$ cat config.mk
export PLATFORM = sky130hd
export DESIGN_NAME = fm_readout_sched
export DESIGN_NICKNAME = d
export VERILOG_FILES = /design/src/rtl/fm_readout_sched.sv
export SDC_FILE = /design/constraint.sdc
export NUM_CORES = 1
export LEC_CHECK = 0
export CAP_MARGIN = 20
export CORE_MARGIN = 1
export CORE_UTILIZATION = 50
export CTS_CLUSTER_DIAMETER = 40
export DETAILED_ROUTE_END_ITERATION = 10
export DONT_BUFFER_PORTS = 1
export PLACE_DENSITY_LB_ADDON = 0.08
export SKIP_CTS_REPAIR_TIMING = 1
export SYNTH_ARGS = -nofsm -noshare
export SYNTH_HDL_FRONTEND = slang
export SYNTH_SLANG_ARGS = --single-unit
$ cat constraint.sdc
create_clock -name clock -period 3.4 [get_ports clock]
set_input_delay 0.68 -clock clock [delete_from_list [all_inputs] [get_ports clock]]
set_output_delay 0.68 -clock clock [all_outputs]
set_load 0.05 [all_outputs]
$ cat src/rtl/fm_readout_sched.sv
// Feature-map readout scheduler: sweeps kernel-select inner / address outer and
// delays issue strobes by RD_LAT to drive the accumulators. Optional stall: FM_SCHED_STALL_EN.
module fm_readout_sched #(
    parameter int NUM_KERNELS = 4,
    parameter int FM_DEPTH    = 64,
    parameter int ADDR_W      = 6,
    parameter int SEL_W       = 2,
    parameter int RD_LAT      = 2
) (
    input  logic              clock,
    input  logic              reset,
    input  logic              start,
    input  logic              stall,
    output logic [ADDR_W-1:0] rd_addr,
    output logic [SEL_W-1:0]  ram_select,
    output logic              acc_en,
    output logic              acc_clr,
    output logic              busy,
    output logic              product_rdy
);

`ifdef FM_SCHED_STALL_EN
    localparam bit STALL_EN = 1'b1;
`else
    localparam bit STALL_EN = 1'b0;
`endif

    localparam logic [ADDR_W-1:0] ADDR_LAST = ADDR_W'(FM_DEPTH - 1);
    localparam logic [SEL_W-1:0]  SEL_LAST  = SEL_W'(NUM_KERNELS - 1);

    // state | meaning
    // IDLE  | waiting for start with armed set
    // SWEEP | issuing one beat per unstalled cycle
    // DRAIN | last beat issued, waiting for its acc_en
    // DONE  | product_rdy pulse
    typedef enum logic [1:0] {IDLE, SWEEP, DRAIN, DONE} state_t;

    state_t            state, state_nxt;
    logic              armed;
    logic              launch;
    logic              issue;
    logic              first_beat;
    logic              last_beat;
    logic [RD_LAT-1:0] vld_sr;
    logic [RD_LAT-1:0] clr_sr;
    logic [RD_LAT-1:0] last_sr;

    assign first_beat = (rd_addr == '0) && (ram_select == '0);
    assign last_beat  = (rd_addr == ADDR_LAST) && (ram_select == SEL_LAST);

    always_ff @(posedge clock or negedge reset) begin
        if (!reset) state <= IDLE;
        else        state <= state_nxt;
    end

    always_comb begin
        state_nxt = state;
        launch    = 1'b0;
        issue     = 1'b0;
        case (state)
            IDLE: begin
                if (start && armed) begin
                    state_nxt = SWEEP;
                    launch    = 1'b1;
                end
            end
            SWEEP: begin
                issue = !(STALL_EN && stall);
                if (issue && last_beat) state_nxt = DRAIN;
            end
            DRAIN:   if (last_sr[RD_LAT-1]) state_nxt = DONE;
            DONE:    state_nxt = IDLE;
            default: state_nxt = IDLE;
        endcase
    end

    // armed needs a low start seen in IDLE, so a held start cannot retrigger
    always_ff @(posedge clock or negedge reset) begin
        if (!reset)                       armed <= 1'b1;
        else if (launch)                  armed <= 1'b0;
        else if (state == IDLE && !start) armed <= 1'b1;
    end

    always_ff @(posedge clock or negedge reset) begin
        if (!reset) begin
            rd_addr    <= '0;
            ram_select <= '0;
        end else if (launch) begin
            rd_addr    <= '0;
            ram_select <= '0;
        end else if (issue && !last_beat) begin
            if (ram_select == SEL_LAST) begin
                ram_select <= '0;
                rd_addr    <= rd_addr + ADDR_W'(1);
            end else begin
                ram_select <= ram_select + SEL_W'(1);
            end
        end
    end

    always_ff @(posedge clock or negedge reset) begin
        if (!reset) begin
            vld_sr  <= '0;
            clr_sr  <= '0;
            last_sr <= '0;
        end else begin
            vld_sr  <= (vld_sr << 1)  | RD_LAT'(issue);
            clr_sr  <= (clr_sr << 1)  | RD_LAT'(issue && first_beat);
            last_sr <= (last_sr << 1) | RD_LAT'(issue && last_beat);
        end
    end

    assign acc_en      = vld_sr[RD_LAT-1];
    assign acc_clr     = clr_sr[RD_LAT-1];
    assign busy        = (state != IDLE);
    assign product_rdy = (state == DONE);

endmodule

==> out/qor.yml, run 1 <==
cts:
  cts_sinks: 17
  htree_levels: 1
  clock_path_buffers: 2
  clock_latency_ps: 290
  cts_buffers: 3
  cts_root_buffer: "clkbuf_4"
  cts_tree: "built"
  path_clk_slew_ps: 100
drt:
  wl_per_cell_um: 13.56
  top_layer_used: "met4"
  firstDrtPassIters: 7
  route.met3.wl_um: 58
  route.detailed.drc: 2
  met1_length_um: 648
  routed_via_density: 5.469
  wirelength_mm: 1.302
  drt_first_iter_violations: 10
  route.vias.total: 525
  wl_met2_um: 571
  ant_nets: 0
sta:
  fin_crit_ps: 2052
  tns_ps: 0
  max_freq_mhz: 487.4
  final-hold-violation-count: 0
  worstMarginPinSlew_ps: 662.4
  setup_viol: 0
  fin_skew_ps: 3.442
  rsz0062_at_grt: "no"
  whs_ps: 69.09
  fin_crit_sh: 0.6035
  slew_viol_final: 0
  relSlewSlack: 0.5584
pwr:
  p_switching_uw: 451.3
  seqPwrFrac: 0.538
  p_leak_uw: 0.0004569
  clkPwrFrac: 0.121
  switching_share: 0.5063
  p_per_area_mw_per_mm2: 981.4
  p_comb_frac: 0.342
  irDropWorstVdd_uv: 541.1
  p_int_uw: 440.2
worst_setup_path:
  startpoint_type: "flop"
  required_ps: 2720
  cp-end-kind: "primary output"
  crit_fanout: 4
  slowest_stage: "dfrtp_1"
  worstPathArrival_ps: 1370
  slowest_delay_ps: 390
  crit_chain: "inv_1 -> ha_1 -> inv_1"
  critPathKind: "flop to primary output"
  path_common_cell: "inv_1"
yosys:
  synth_top_flop_cell: "dfrtp_1"
  synth-edff-count: 0
  syn_avg_cell_area_um2: 11.33
  netlist_area_um2: 860.8
  ys_warn_count: 0
  syn_nets: 89
  synth_async_sr_flop_share: 1.000
  synth_area_leaders: "dfrtp_1 47%, ha_1 13%, nor2_1 5.2%"
  ys_ff_latch: 17
  synth_top_cell_by_area: "dfrtp_1"
  synth.top_cell.area_share: 0.4651
  synthCells: 76
  yosysSeqAreaShare: 0.4956
  ys_types: 25
die:
  fp.dieH_um: 43.49
  rows: 14
  coreArea_mm2: 0.001559
  die_x_um: 43.49
  io_pins: 16
  start_util: 0.5522
  die_area_mm2: 0.001891
finish:
  drive_gt1_frac: 0.1250
  regArea_um2: 426.7
  multi_input_area_um2: 404.1
  final_common_cell: "dfrtp_1"
  layout.nets: 94
  area_growth_syn_to_layout_pct: 5.523
  antennaDiodeCount: 0
  nFillCells: 127
  mostFrequentLayoutCells: "16 x dfrtp_1, 12 x nor2_1, 9 x ha_1"
status:
  status: "finished, violations left"
  failed_checks: "DRC"
global_route:
  antenna_found_initial: 0
  grt_pass1_wl_mm: 2.304
  grt.overflow.total: 0
  grt_util_all_layers: 0.1714
  grt_max_degree: 18
  grt_pass1_vias: 541
placed_design:
  gp_congestion: 0.7977
  io_buffers: 0
  dp_hpwl_um: 943.4
run:
  maxCapViolations: 0
worst_hold_path:
  hold_class: "input pin to asynchronous set/reset pin"
[cell families (layout without fill, tap and decap cells)]
family / count (synthesis) / after routing / synth area share
adder cells (fa/ha/maj): 9 / 9 / 0.1308
XOR/XNOR: 4 / 4 / 0.04071
AND/OR/NAND/NOR: 27 / 27 / 0.1817
buffers and inverters: 8 / 12 / 0.03489
AO/OA/AOI/OAI: 7 / 7 / 0.06395
flip-flops: 17 / 17 / 0.4956
multiplexers: 4 / 4 / 0.05232
[synthesized netlist by cell type (2+ instances only)]
cell / n
mux2i_1: 3
o211ai_1: 2
xor2_1: 3
nand2_1: 2
nor3_1: 2
inv_1: 8
nand2b_1: 2
nand3_2: 2
ha_1: 9
dfrtp_1: 16
nor2_1: 12
a21oi_1: 2
[critical path: cells and delay by family (launching register included)]
| family | cells | cell delay, ps |
|---|---|---|
| flops | 1 | 390 |
| buf+inv | 2 | 450 |
| fa+ha+maj | 1 | 240 |
[state kept, by name, indices dropped and copies added (netlist names)]
name and flops:
clr_sr 2, vld_sr 2, last_sr 2, ram_select 2, armed 1, rd_addr 6, state 2
[path summary, 6_finish.rpt]
kind	start	endpoint	slack, ps	depth (start not counted)
max reg2reg	ram_select[0]	state[1]	1430	5
max in group asynchronous	reset	armed	3160	0
min	reset	clr_sr[1]	70	0
min in group clock	vld_sr[0]	vld_sr[1]	360	0
min reg2reg	vld_sr[0]	vld_sr[1]	360	0
max	state[0]	busy	1350	3
[cell type report]
class / count / area share
Clock buffer: 3 / 0.02479
Clock inverter: 1 / 0.005510
Inverter: 8 / 0.03306
Multi-Input combinational cell: 51 / 0.4449
Sequential cell: 17 / 0.4697
Tap cell: 16 / 0.02204
[through the flow]
step	setup WS [ps]	cell area (um2)	utilization	instances	power, uW
2_1_floorplan	1584	860.8	-	76	735.9
3_3_place_gp	1475	880.8	0.5650	92	784.7
3_5_place_dp	1461	880.8	0.5650	92	792.2
4_1_cts	1335	908.4	0.5827	96	902.3
5_1_grt	1273	908.4	0.5827	96	954.7
6_report	1348	908.4	0.5827	96	891.5
[layer usage]
layer  track usage  vias to the layer above
li1              -                      260
met1        0.2091                      248
met2        0.2636                       13
met3       0.05000                        4
met4        0.1125                        0
met5             0                        -
[power groups by stage]
stage                     clock (uW)  sequential [uW]  combinational (uW)
final                            108              479                 305
after global routing             119              492                 344
after CTS                        114              481                 308
after detailed placement           0              486                 307
after global placement             0              483                 302
after floorplan                    0              470                 265
Note: power is estimated with default switching activity, not from simulation.
==> run 2, diff against run 1 <==
- clock period: 3.4 -> 2 ns (I/O delays scaled with it)
==> out/qor.yml, run 2 (synthesis gave the netlist of run 1 again) <==
drt:
  routed_via_density: 5.421  # was 5.469
  route.vias.total: 580  # was 525
  route.detailed.drc: 2  # unchanged
  ant_nets: 0  # unchanged
  firstDrtPassIters: 7  # unchanged
  drt_first_iter_violations: 8  # was 10
  wirelength_mm: 1.455  # was 1.302 mm
  wl_per_cell_um: 13.60  # was 13.56 um
pwr:
  irDropWorstVdd_uv: 1017  # was 541.1 uV
  p_per_area_mw_per_mm2: 1651  # was 981.4 mW/mm2
  total_power_uw: 1644  # was 891.5 uW
  p_leak_uw: 0.0005095  # was 0.0004569 uW
run:
  maxCapViolations: 0  # unchanged
global_route:
  grt_pass1_wl_mm: 2.352  # was 2.304 mm
  grt_max_degree: 18  # unchanged
  grt_pass1_vias: 545  # was 541
  grt.overflow.total: 0  # unchanged
  antenna_found_initial: 0  # unchanged
  grt_util_all_layers: 0.1784  # was 0.1714
worst_setup_path:
  worstPathArrival_ps: 1350  # was 1370 ps
  slowest_stage: "dfrtp_1"  # unchanged
  critPathKind: "flop to primary output"  # unchanged
  crit_fanout: 4  # unchanged
  crit_family: "flip-flops"  # was buffers and inverters
  required_ps: 1600  # was 2720 ps
  slowest_delay_ps: 430  # was 390 ps
  cp-end-kind: "primary output"  # unchanged
  path_common_cell: "inv_1"  # unchanged
  crit_chain: "inv_1 -> ha_1 -> inv_1 -> buf_4"  # was inv_1 -> ha_1 -> inv_1
  path_buf_inv: 3  # was 2
  r2r_slack_ps: 490  # was 1430 ps
  startpoint_type: "flop"  # unchanged
finish:
  final_common_cell: "dfrtp_1"  # unchanged
  largest_reg_flops: 6  # unchanged
  fin_util: 0.6388  # was 0.5827
  layout.nets: 105  # was 94
  regMostFlops: "rd_addr"  # unchanged
  drive_gt1_frac: 0.2198  # was 0.1250
  antennaDiodeCount: 0  # unchanged
  mostFrequentLayoutCells: "16 x dfrtp_1, 12 x nor2_1, 10 x buf_4"  # was 16 x dfrtp_1, 12 x nor2_1, 9 x ha_1
  area_growth_syn_to_layout_pct: 15.70  # was 5.523%
die:
  coreArea_mm2: 0.001559  # unchanged
  io_pins: 16  # unchanged
  die_area_mm2: 0.001891  # unchanged
  rows: 14  # unchanged
  fp.dieH_um: 43.49  # unchanged
  die_x_um: 43.49  # unchanged
  start_util: 0.5522  # unchanged
status:
  failed_checks: "DRC"  # unchanged
  status: "finished, violations left"  # unchanged
sta:
  max_freq_mhz: 570.3
  layout_setup_ws_ps: 246.4  # was 1348 ps
  fin_crit_ps: 1754
  slew_viol_final: 0  # unchanged
  fin_crit_sh: 0.8768
  worstMarginPinSlew_ps: 768.1  # was 662.4 ps
  setup_viol: 0  # unchanged
  rsz0062_at_grt: "no"  # unchanged
  fin_skew_ps: 4.896  # was 3.442 ps
  relSlewSlack: 0.4863  # was 0.5584
  final-hold-violation-count: 0  # unchanged
  tns_ps: 0  # unchanged
placed_design:
  place_ws_ps: 513.0  # was 1461 ps
  io_buffers: 0  # unchanged
  dp_hpwl_mm: 1.089  # was 943.4 um
  gp_congestion: 0.8373  # was 0.7977
cts:
  clock_latency_ps: 290  # about the same
  path_clk_slew_ps: 100  # about the same
  htree_levels: 1  # unchanged
  cts_buffers: 3  # unchanged
  cts_sinks: 17  # unchanged
  cts_root_buffer: "clkbuf_4"  # unchanged
  clock_path_buffers: 2  # unchanged
  cts_tree: "built"  # unchanged
worst_hold_path:
  hold_class: "input pin to flop"  # was input pin to asynchronous set/reset pin
-- run 2: cell types whose count changed in the layout (fill, tap and decap cells not counted) --
cell / before / now
clkinvlp_4: 0 / 1
dlygate4sd3_1: 0 / 1
buf_4: 0 / 10
clkinv_2: 1 / 0
-- run 2: layer usage --
metal	vias up	share of wire	track usage
li1	281	-	-
met1	270	0.47	0.2145
met2	23	0.44	0.2606
met3	6	0.065	0.08333
met4	0	0.022	0.1063
met5	-	0	0
-- run 2: area by class of cell --
cell class,count,area [um2]
Clock buffer,3,22.52
Clock inverter,1,7.507
Fill cell,129,563.0
Multi-Input combinational cell,51,404.1
Sequential cell,17,426.7
Tap cell,16,20.02
Inverter,8,30.03
Timing Repair Buffer,11,85.08
-- run 2: through the flow --
stage / instance area [um2] / hold WS [ps] / std cells
finish: 996.0 / 141.6 / 107
global route: 996.0 / 122.3 / 107
CTS: 985.9 / -228.7 / 106
detailed placement: 955.9 / 104.7 / 102
global placement: 955.9 / 104.7 / 102
floorplan: 860.8 / 104.4 / 76
-- run 2: worst paths after layout --
kind                       startpoint          to  cells after the start
max                          state[0]        busy                      4
min                             start       armed                      1
max reg2reg                rd_addr[0]    state[1]                      5
min reg2reg                 clr_sr[0]   clr_sr[1]                      0
max in group asynchronous       reset  rd_addr[5]                      1
min in group asynchronous       reset  rd_addr[3]                      1
-- run 2: report_power, final --
part	switching, uW	leakage (uW)	total [uW]	internal, uW
logic	559	0.000273	853	294
registers	133	0.000222	601	469
clock network	114	0.0000139	190	76.1
